File: src/rtl/uart_tx_fifo.sv
// 8N1 UART transmitter fed by a small circular FIFO on a valid/ready stream.
// Frames leave back to back while the FIFO holds data; tx idles high.
module uart_tx_fifo #(
    parameter int CLKS_PER_BIT = 434,
    parameter int FIFO_DEPTH   = 4
) (
    input  logic                          clock,
    input  logic                          resetb,
    input  logic [7:0]                    tx_data,
    input  logic                          tx_valid,
    output logic                          tx_ready,
    output logic                          tx,
    output logic                          busy,
    output logic [$clog2(FIFO_DEPTH):0]   fifo_count
);

    localparam int PW = $clog2(FIFO_DEPTH);
    localparam int CW = PW + 1;
    localparam int BW = (CLKS_PER_BIT > 1) ? $clog2(CLKS_PER_BIT) : 1;
    localparam logic [BW-1:0] BAUD_LAST  = BW'(CLKS_PER_BIT - 1);
    localparam logic [CW-1:0] FULL_COUNT = CW'(FIFO_DEPTH);

    typedef enum logic [1:0] {
        IDLE  = 2'd0,
        START = 2'd1,
        DATA  = 2'd2,
        STOP  = 2'd3
    } state_t;

    state_t          state_q, state_d;
    logic [BW-1:0]   baud_q, baud_d;
    logic [2:0]      bit_q, bit_d;
    logic [7:0]      shift_q, shift_d;
    logic            tx_q, tx_d;
    logic [PW-1:0]   wr_ptr_q, wr_ptr_d;
    logic [PW-1:0]   rd_ptr_q, rd_ptr_d;
    logic [CW-1:0]   count_q, count_d;
    logic [7:0]      mem_q [FIFO_DEPTH];

    logic            push;
    logic            pop;
    logic            not_empty;
    logic            bit_end;

    assign tx_ready   = (count_q != FULL_COUNT);
    assign push       = tx_valid && tx_ready;
    assign not_empty  = (count_q != '0);
    assign bit_end    = (baud_q == BAUD_LAST);
    assign tx         = tx_q;
    assign busy       = (state_q != IDLE) || not_empty;
    assign fifo_count = count_q;

    // Every bit boundary reloads the baud counter to zero, so timing never drifts.
    always_comb begin
        state_d = state_q;
        baud_d  = baud_q;
        bit_d   = bit_q;
        shift_d = shift_q;
        tx_d    = tx_q;
        pop     = 1'b0;
        case (state_q)
            IDLE: begin
                tx_d   = 1'b1;
                baud_d = '0;
                if (not_empty) begin
                    pop     = 1'b1;
                    shift_d = mem_q[rd_ptr_q];
                    tx_d    = 1'b0;
                    state_d = START;
                end
            end
            START: begin
                if (bit_end) begin
                    baud_d  = '0;
                    bit_d   = 3'd0;
                    tx_d    = shift_q[0];
                    state_d = DATA;
                end else begin
                    baud_d = baud_q + 1'b1;
                end
            end
            DATA: begin
                if (bit_end) begin
                    baud_d  = '0;
                    bit_d   = bit_q + 3'd1;
                    shift_d = {1'b0, shift_q[7:1]};
                    if (bit_q == 3'd7) begin
                        tx_d    = 1'b1;
                        state_d = STOP;
                    end else begin
                        tx_d = shift_q[1];
                    end
                end else begin
                    baud_d = baud_q + 1'b1;
                end
            end
            STOP: begin
                if (bit_end) begin
                    baud_d = '0;
                    if (not_empty) begin
                        pop     = 1'b1;
                        shift_d = mem_q[rd_ptr_q];
                        tx_d    = 1'b0;
                        state_d = START;
                    end else begin
                        tx_d    = 1'b1;
                        state_d = IDLE;
                    end
                end else begin
                    baud_d = baud_q + 1'b1;
                end
            end
            default: begin
                tx_d    = 1'b1;
                state_d = IDLE;
            end
        endcase
    end

    always_comb begin
        wr_ptr_d = wr_ptr_q;
        rd_ptr_d = rd_ptr_q;
        count_d  = count_q;
        if (push) begin
            wr_ptr_d = wr_ptr_q + 1'b1;
        end
        if (pop) begin
            rd_ptr_d = rd_ptr_q + 1'b1;
        end
        if (push && !pop) begin
            count_d = count_q + 1'b1;
        end else if (!push && pop) begin
            count_d = count_q - 1'b1;
        end
    end

    always_ff @(posedge clock or negedge resetb) begin
        if (!resetb) begin
            state_q  <= IDLE;
            baud_q   <= '0;
            bit_q    <= 3'd0;
            shift_q  <= 8'd0;
            tx_q     <= 1'b1;
            wr_ptr_q <= '0;
            rd_ptr_q <= '0;
            count_q  <= '0;
        end else begin
            state_q  <= state_d;
            baud_q   <= baud_d;
            bit_q    <= bit_d;
            shift_q  <= shift_d;
            tx_q     <= tx_d;
            wr_ptr_q <= wr_ptr_d;
            rd_ptr_q <= rd_ptr_d;
            count_q  <= count_d;
        end
    end

    // Storage needs no reset: a flush only has to clear the pointers and count.
    always_ff @(posedge clock) begin
        if (push) begin
            mem_q[wr_ptr_q] <= tx_data;
        end
    end

endmodule

File: config.mk
export PLATFORM = sky130hd
export DESIGN_NAME = uart_tx_fifo
export DESIGN_NICKNAME = d
export VERILOG_FILES = /design/src/rtl/uart_tx_fifo.sv
export SDC_FILE = /design/constraint.sdc
export NUM_CORES = 1
export LEC_CHECK = 0
export BUFFER_PORTS_ARGS = -buffer_cell sky130_fd_sc_hd__buf_4
export CORE_MARGIN = 2
export CORE_UTILIZATION = 60
export CTS_BUF_LIST = sky130_fd_sc_hd__clkbuf_4
export DETAILED_ROUTE_END_ITERATION = 12
export PLACE_DENSITY = 0.78
export SETUP_SLACK_MARGIN = 0.05
export SYNTH_ARGS = -nofsm -noshare
export SYNTH_HDL_FRONTEND = slang
export SYNTH_SLANG_ARGS = --single-unit
File: constraint.sdc
create_clock -name clock -period 2.78 [get_ports clock]
set_clock_uncertainty 0.2 [all_clocks]
set_input_delay 0.417 -clock clock [delete_from_list [all_inputs] [get_ports clock]]
set_output_delay 0.417 -clock clock [all_outputs]
set_load 0.005 [all_outputs]
* After elaboration in Yosys (flattened, before gate mapping)
Memories as Yosys holds them, arrays and structs flattened.
Cells that the tools add are included.
** Word-level totals
- Bits in registers :: 30
- Bits in latches :: 0
- RAM bits :: 32
- Bits in read-only memories :: 0
- Input bits :: 11
- Output and inout bits :: 6
- Word-level logic and storage cells :: 72
- Memories :: 1
** Memories
- mem_q :: depth 4, width 8, rd ports 1, clocked after Yosys merged registers in 0, wr ports 1, line 38 : logic [7:0] mem_q [FIFO_DEPTH];
** Operators by class
- $add $sub $neg :: 6
- $mul :: 0
- Divide/modulo/power cells :: 0
- Order comparisons :: 0
- Eq/ne operators :: 11
- Shift operators :: 0
- Muxes and demuxes :: 29
- Bitwise gates (word level) :: 0
- Reduce and logical (&&, ||, !) cells :: 17
** Operators by type and width (number)
- two-way mux 8 bit :: 3
- case mux 8 bit (3 select lines) :: 1
- case mux 9 bit (2 select lines) :: 1
- two-way mux 3 bit :: 4
- two-way mux 1 bit :: 10
- two-way mux 2 bit :: 5
- inequality test 2 bit (second input constant) :: 5
- adder 9 x 1 -> 9 bit (second input constant) :: 1
- == test 9 bit (second input constant) :: 1
- two-way mux 9 bit :: 1
- AND reduction 3 bit :: 3
- case mux 2 bit (4 select lines) :: 1
- adder 3 x 1 -> 3 bit (second input constant) :: 2
- case mux 3 bit (2 select lines) :: 1
- nonzero test 2 bit :: 3
- nonzero test 3 bit :: 2
- AND reduction 5 bit :: 1
- adder 2 x 1 -> 2 bit (second input constant) :: 2
- == test 2 bit (second input constant) :: 2
- case mux 1 bit (4 select lines) :: 1
- == test 3 bit (second input constant) :: 1
- logical AND 1 bit :: 3
- inequality test 3 bit (second input constant) :: 1
- OR reduction 3 bit :: 1
- 6 further kinds :: 7

* Depth between registers and ports, before layout
Gate-level depths: netlist of run 1.
- Depth in word-level cells :: 7
- Depth in mapped cells :: 11
- Gate-level depth less buffers :: 11

* Worst setup path after synthesis of run 1
OpenSTA, ideal clock, no wires.
- Kind :: reg2reg
- From :: register baud_q[1]
- To :: register count_q[1], in the netlist fifo_count[1]
- Setup time :: 0.125 ns
- Data arrival time :: 2.013 ns
- Required time :: 2.455 ns
- Setup slack :: 0.442 ns
- Cell stages (with the launch flop) :: 10
- Buffers on the path :: 0
- Cell sequence :: dfrtp_1 -> inv_1 -> ha_1 -> nand4b_4 -> nor3_1 -> o21ai_0 -> ha_1 -> inv_1 -> fa_1 -> mux2_2
** On the way
- Longest elaborated chain between the ends :: 6
- Elaborated cells between the ends (all ways) :: 8
- Classes of those cells :: 1 x eq/ne; 3 x mux; 4 x reduce/logical
** Ends and longest elaborated chain
- start, declared :: line 31 : logic [BW-1:0] baud_q, baud_d;
- start signal, assigned :: line 149 : baud_q <= baud_d;
- == test 9 bit :: line 48 : assign bit_end = (baud_q == BAUD_LAST);
- two-way mux 1 bit :: line 98 : if (bit_end) begin
- case mux 1 bit (2 select lines) :: line 61 : case (state_q)
- zero test 1 bit :: line 130 : if (push && !pop) begin
- logical AND 1 bit :: line 130
- two-way mux 3 bit :: line 130
- named net count_d[1] :: line 37 : logic [CW-1:0] count_q, count_d;
- end signal, assigned :: line 155 : count_q <= count_d;
- end, declared :: line 37
The timed path passes the listed nets, and every way through them passes these cells.
A chain may end at the register's enable or synchronous reset.

* Worst setup path after layout of run 1
- From :: register state_q[0]
- To :: register count_q[1], in the netlist fifo_count[1]
** On the way
- Longest elaborated chain between the ends :: 5
- Elaborated cells between the ends (all ways) :: 8
- Classes of those cells :: 1 x eq/ne; 2 x mux; 5 x reduce/logical
** Ends and longest elaborated chain
- start, declared :: line 30 : state_t state_q, state_d;
- start signal, assigned :: line 148 : state_q <= state_d;
- == test 2 bit / zero test 2 bit (equally long branches) :: line 61
- case mux 1 bit (2 select lines) * :: line 61
- zero test 1 bit * :: line 130
- logical AND 1 bit * :: line 130
- two-way mux 3 bit * :: line 130
- named net count_d[1] :: line 37
The timed path passes the listed nets; every way through them passes the cells marked *.

==> run_results.csv, run 1 <==
group,metric,value,unit
grt,grt_max_degree,31,
grt,overflow,0,
worst_setup_path,start_kind,"flip-flop",
logic_synthesis,synth_mux_area_frac,0.117,
cells_and_area,fin_cells,310,
detailed_routing,dr.first_iter.drc_count,163,
logic_synthesis,ys_warn_count,0,
cells_and_area,multi_input_area,1150,um2
sta,fmax,381,MHz
run_status,status,"complete, no violations",
detailed_routing,wirelength,5.25,mm
worst_hold_path,min_path_type,"input pin to async pin",
detailed_routing,routedWlPerCell,16.9,um
detailed_routing,vias_per_cell,5.55,
worst_setup_path,worstPathArrival,2.71,ns
sta,setup_viol,0,
worst_setup_path,endpoint_kind,"flip-flop",
cells_and_area,final-seq-area,1710,um2
worst_setup_path,cp.required,2.87,ns
pwr,p_leak,0.00149,uW
placement,numPortBuffers,16,
logic_synthesis,ys_seq_area_frac,0.585,
clock_tree,clock_latency,0.40,ns
logic_synthesis,syn_area,2930,um2
floorplanning,ios,17,
pwr,powerDensity,629,nW/um2
floorplanning,num_rows,25,
logic_synthesis,synth_cell_types,40,
placement,dpl_cell_area,3110,um2
run,drv_cap,0,
cells_and_area,diodes,0,
logic_synthesis,syn_inst,204,
logic_synthesis,syn_nets,231,
worst_setup_path,cp_cell_sequence,"inv_1, ha_1, nor2_1, o21ai_1, ha_1, inv_1, fa_1, mux2_2",
sta,period_share,0.943,
worst_setup_path,critical_path.slowest_cell,"dfrtp_1",
detailed_routing,drc_errors,0,
clock_tree,clock_path_buffers,2,
sta,period_needed,2.62,ns
placement,placed_cells,284,
floorplanning,core-area,4720,um2
cells_and_area,drive_gt1_frac,0.284,
worst_setup_path,path_buf_inv,2,
clock_tree,cts_tree,"built",
pwr,ir_drop,526,uV
cells_and_area,final_nets,265,
cells_and_area,fillCellCount,319,
worst_setup_path,critPathMaxFanout,5,
floorplanning,start_util,0.620,
worst_setup_path,crit_type,"flip-flop to flip-flop",
clock_tree,clk_pin_slew_worst_paths,0.11,ns
sta,hold_viol,0,
worst_setup_path,critPathTopFamily,"adder cells",
logic_synthesis,synth_top_family_by_area,"multiplexers",
logic_synthesis,synth_fa_ha_area_frac,0.0709,
floorplanning,die_w,73.9,um
sta,fin_tns_setup,0,ns
placement,finalWeightedCongestion,0.932,
grt,grt_antenna_before_repair,0,
grt,grt_pass1_wl,8.75,mm
sta,worstMarginPinSlew,0.650,ns
logic_synthesis,synth-simple-area-share,0.100,
worst_setup_path,slowest_delay,0.43,ns
logic_synthesis,synth_xor_area_frac,0.0389,
clock_tree,cts-root-buf,"clkbuf_4",
floorplanning,die_h,73.9,um
detailed_routing,antenna_left,0,
logic_synthesis,synth.avg_cell_area,14.4,um2
detailed_routing,firstDrtPassIters,4,
clock_tree,ctsHtreeMaxLevel,3,
sta,slew_headroom,0.567,
sta,rsz0062_at_grt,"no",
clock_tree,cts_buffers,9,
grt,track_usage,0.224,
placement,dp_hpwl,3.63,mm
floorplanning,dieArea,5460,um2
clock_tree,cts.sinks,62,
cells_and_area,syn2layout_area_growth,13.3,%
logic_synthesis,synth-seq-cells,62,
logic_synthesis,synth_compound_area_frac,0.0649,
detailed_routing,vias,1720,
sta,slew_viol_final,0,
grt,grt_pass1_vias,1809,
cells_and_area,fin_area,3320,um2
==> cells in the final DEF (no fill, tap or decap), types with 7 or more instances in the layout <==
cell type,instances
mux2_4,7
ha_1,15
nor2_1,17
mux2_2,11
xnor2_1,8
dfrtp_1,29
clkbuf_4,9
buf_4,18
edfxtp_1,32
inv_1,9
o221a_2,7
mux2i_1,8
nand2_1,14
dlygate4sd3_1,9
==> path summary, 6_finish.rpt <==
kind | start | cells after the start | slack, ns | endpoint
min in group clock | tx_valid | 3 | 0.27 | wr_ptr_q[0]
max in group asynchronous | resetb | 2 | 1.79 | tx
max reg2reg | state_q[0] | 8 | 0.16 | fifo_count[1]
max | state_q[0] | 8 | 0.16 | fifo_count[1]
min | resetb | 2 | 0.26 | shift_q[5]
min reg2reg | baud_q[0] | 1 | 0.31 | baud_q[0]
==> metal layers <==
| metal | GRT usage | vias up | wire (um) |
|---|---|---|---|
| met5 | 0 | - | 0 |
| met4 | 0.0828 | 0 | 47 |
| met3 | 0.0754 | 6 | 291 |
| met2 | 0.356 | 41 | 2700 |
| met1 | 0.286 | 866 | 2210 |
| li1 | - | 807 | - |
==> power by group <==
group / internal, uW / total (uW) / switching [uW]
logic: 179 / 372 / 193
registers: 1110 / 1190 / 78.6
clock network: 186 / 528 / 342
total: 1480 / 2090 / 613
==> flip-flops by register name, summed over array words and instances (netlist names) <==
name	cells
shift_q	8
wr_ptr_q	2
rd_ptr_q	2
mem_q	32
tx	1
state_q	2
fifo_count	3
bit_q	3
baud_q	9
==> cell type report <==
type                    instances  area share
clock inverters                 7      0.0147
well taps                      67      0.0252
repair buffers                 27      0.0678
multi-input cells             129       0.346
flip-flops and latches         62       0.516
inverters                       9      0.0102
clock buffers                   9      0.0203
==> cells in the mapped netlist <==
cell type	count	area share
edfxtp_1	32	0.33
dfrtp_1	29	0.25
nor2_1	17	0.022
ha_1	15	0.064
nand2_1	14	0.018
mux2_2	11	0.042
inv_1	9	0.012
mux2i_1	8	0.027
xnor2_1	8	0.024
mux2_4	7	0.036
o221a_2	7	0.027
and3_1	5	0.011
xor2_1	5	0.015
nor3_1	4	0.0068
o21ai_0	3	0.0051
a22o_1	2	0.0060
buf_6	2	0.0077
nand3_1	2	0.0034
o211ai_1	2	0.0051
or2_2	2	0.0043
a21oi_4	1	0.0056
a2bb2oi_1	1	0.0030
a31oi_1	1	0.0021
a32oi_1	1	0.0030
and2_0	1	0.0021
and2_1	1	0.0021
buf_2	1	0.0017
buf_4	1	0.0026
dfstp_2	1	0.0090
fa_1	1	0.0068
mux2_1	1	0.0038
mux4_2	1	0.0077
nand2b_1	1	0.0021
nand4_1	1	0.0021
nand4b_4	1	0.0081
nand4bb_4	1	0.0094
nor2_4	1	0.0038
nor3_4	1	0.0056
o21a_1	1	0.0026
o21ai_4	1	0.0056
==> metrics by stage <==
step,setup WS (ns),utilization,power [uW],hold WS (ns)
6_report,0.158,0.703,2090,0.264
5_1_grt,0.0544,0.703,2210,0.255
4_1_cts,0.123,0.697,2110,0.000627
3_5_place_dp,0.146,0.658,1580,0.168
3_3_place_gp,0.326,0.658,1540,0.163
2_1_floorplan,0.442,-,1430,-0.0786
==> worst reg2reg max path, delay by kind of cell (launching register included) <==
kind | cells | cell delay [ns]
flops | 1 | 0.43
compound gates | 1 | 0.17
mux | 1 | 0.27
fa+ha+maj | 3 | 1.00
simple gates | 1 | 0.24
buf+inv | 2 | 0.20
==> repair_timing <==
action / CTS / global route
gates resized for setup: 0 / 1
endpoints found under the setup margin: 0 / 2
hold buffers: 7 / 2
setup buffers: 0 / 1
hold endpoints to repair: 45 / 5
==> kinds of logic after synthesis <==
group	Yosys count
DFF	62
and+or+nand+nor	52
muxes	28
AOI/OAI and AO/OA	20
adders and majority gates	16
xor gates and xnor gates	13
buffers and inverters	13
No activity file was read; power rests on OpenSTA's default activity.
==> run 2, diff against run 1 <==
PLACE_DENSITY = 0.86   (was 0.78)
==> run_results.csv, run 2 (synthesis results as in run 1) <==
group,metric,value,unit
run_status,status,"complete, no violations",
sta,setup_ws,0.229,ns
grt,grt_pass1_wl,7.99,mm
cells_and_area,layout.cells.most_common_list,"32 x edfxtp_1, 29 x dfrtp_1, 18 x buf_4",
pwr,power.internal,1570,uW
clock_tree,clk_pin_slew_worst_paths,0.12,ns
worst_setup_path,critPathMaxFanout,5,
floorplanning,die_h,73.9,um
worst_setup_path,reg2reg_setup_slack,0.23,ns
pwr,clock_power_share,0.279,
worst_setup_path,crit_end,"fifo_count[1]",
sta,setup_viol,0,
worst_hold_path,min_path_type,"input pin to flip-flop",
worst_setup_path,critical_path.slowest_cell,"dfrtp_1",
worst_setup_path,worstPathArrival,2.63,ns
placement,pre_cts_slack,0.174,ns
clock_tree,ctsHtreeMaxLevel,3,
worst_setup_path,path_depth,8,
cells_and_area,reg_top3,"mem_q: 32 flops, baud_q: 9 flops, shift_q: 8 flops",
clock_tree,clock_latency,0.40,ns
pwr,p_leak,0.00149,uW
sta,fin_tns_setup,0,ns
pwr,pwr-share-seq,0.551,
clock_tree,cts-root-buf,"clkbuf_4",
detailed_routing,vias,1720,
clock_tree,cts_buffers,9,
cells_and_area,regMostFlops,"mem_q",
detailed_routing,antenna_left,0,
sta,period_share,0.918,
cells_and_area,syn2layout_area_growth,13.8,%
detailed_routing,wirelength,5.03,mm
worst_setup_path,endpoint_kind,"flip-flop",
worst_setup_path,crit_type,"flip-flop to flip-flop",
grt,grt_antenna_before_repair,0,
detailed_routing,drc_errors,0,
floorplanning,ios,17,
sta,period_needed,2.55,ns
cells_and_area,final_common_cell,"edfxtp_1",
floorplanning,start_util,0.620,
placement,numPortBuffers,16,
pwr,combinationalPowerShare,0.170,
worst_setup_path,rr_startpoint,"state_q[0]",
worst_setup_path,critPathTopFamily,"adder cells",
clock_tree,clock_path_buffers,2,
cells_and_area,final_nets,264,
worst_setup_path,reg2regPathDepth,8,
detailed_routing,firstDrtPassIters,4,
cells_and_area,diodes,0,
worst_setup_path,start_kind,"flip-flop",
pwr,switching_share,0.273,
pwr,switching_power,590,uW
worst_setup_path,cp_cell_sequence,"inv_1, ha_1, nor2_2, o21ai_1, ha_1, inv_1, fa_1, mux2_2",
grt,overflow,0,
floorplanning,num_rows,25,
grt,grt_max_degree,31,
cells_and_area,drive_gt1_frac,0.285,
pwr,powerDensity,648,nW/um2
floorplanning,core-area,4720,um2
run,drv_cap,0,
placement,dp_hpwl,3.28,mm
worst_setup_path,cp-startpoint,"state_q[0]",
placement,finalWeightedCongestion,0.814,
detailed_routing,dr.first_iter.drc_count,172,
detailed_routing,vias_per_cell,5.57,
sta,slew_headroom,0.637,
sta,hold_viol,0,
grt,grt_pass1_vias,1661,
sta,rsz0062_at_grt,"no",
detailed_routing,routedWlPerCell,16.3,um
clock_tree,cts.sinks,62,
floorplanning,dieArea,5460,um2
sta,worstMarginPinSlew,0.542,ns
sta,slew_viol_final,0,
worst_setup_path,path_buf_inv,2,
pwr,ir_drop,546,uV
grt,track_usage,0.209,
clock_tree,cts_tree,"built",
worst_setup_path,timing.rr.end,"fifo_count[1]",
worst_setup_path,slowest_delay,0.43,ns
worst_setup_path,cp.required,2.86,ns
sta,fmax,392,MHz
floorplanning,die_w,73.9,um
cells_and_area,largest_reg_flops,32,
-- run 2: worst min-delay path by stage --
stage,endpoint,slack (ns),startpoint,depth (start not counted)
final,mem_q[1][6],0.04,tx_data[6],1
after global routing,mem_q[0][6],0.004,tx_data[6],1
after CTS,mem_q[0][3],0.001,tx_data[3],1
after detailed placement,bit_q[1],0.17,resetb,1
after global placement,bit_q[2],0.17,resetb,1
after floorplan,baud_q[0],-0.08,resetb,0
-- run 2: metrics by stage --
stage          area (um2)  total power, uW  std cells  hold slack, ns  utilization
6_report             3330             2160        309          0.0370        0.706
3_5_place_dp         3110             1570        285           0.172        0.659
2_1_floorplan        2930             1430        204         -0.0786            -
3_3_place_gp         3110             1550        285           0.171        0.659
4_1_cts              3300             2170        306         0.00116        0.699
5_1_grt              3330             2280        309         0.00356        0.706
-- run 2: area by class of cell --
cell class / instances / area, um2
Clock inverter: 6 / 62.6
Tap cell: 67 / 83.8
Clock buffer: 10 / 75.1
Inverter: 9 / 33.8
Fill cell: 309 / 1390
Timing Repair Buffer: 26 / 215
Sequential cell: 62 / 1710
Multi-Input combinational cell: 129 / 1150
-- run 2: power groups by stage --
stage          Combinational (uW)  Sequential (uW)  Clock (uW)
5_1_grt                       416             1210         655
3_5_place_dp                  358             1210           0
6_report                      367             1190         603
2_1_floorplan                 231             1190           0
4_1_cts                       366             1190         612
3_3_place_gp                  346             1200           0
-- run 2: metal layers --
layer	up-vias	routed length [um]	global-route usage
met3	8	240	0.0604
li1	815	-	-
met5	-	0	0
met2	47	2390	0.295
met1	850	2310	0.287
met4	0	91	0.125
-- run 2: what timing repair did --
action / in CTS / in global routing
hold buffers: 5 / 3
setup endpoints to repair: 0 / 2
gates resized for setup: 0 / 2
hold endpoints to repair: 43 / 11
buffers inserted: 0 / 0
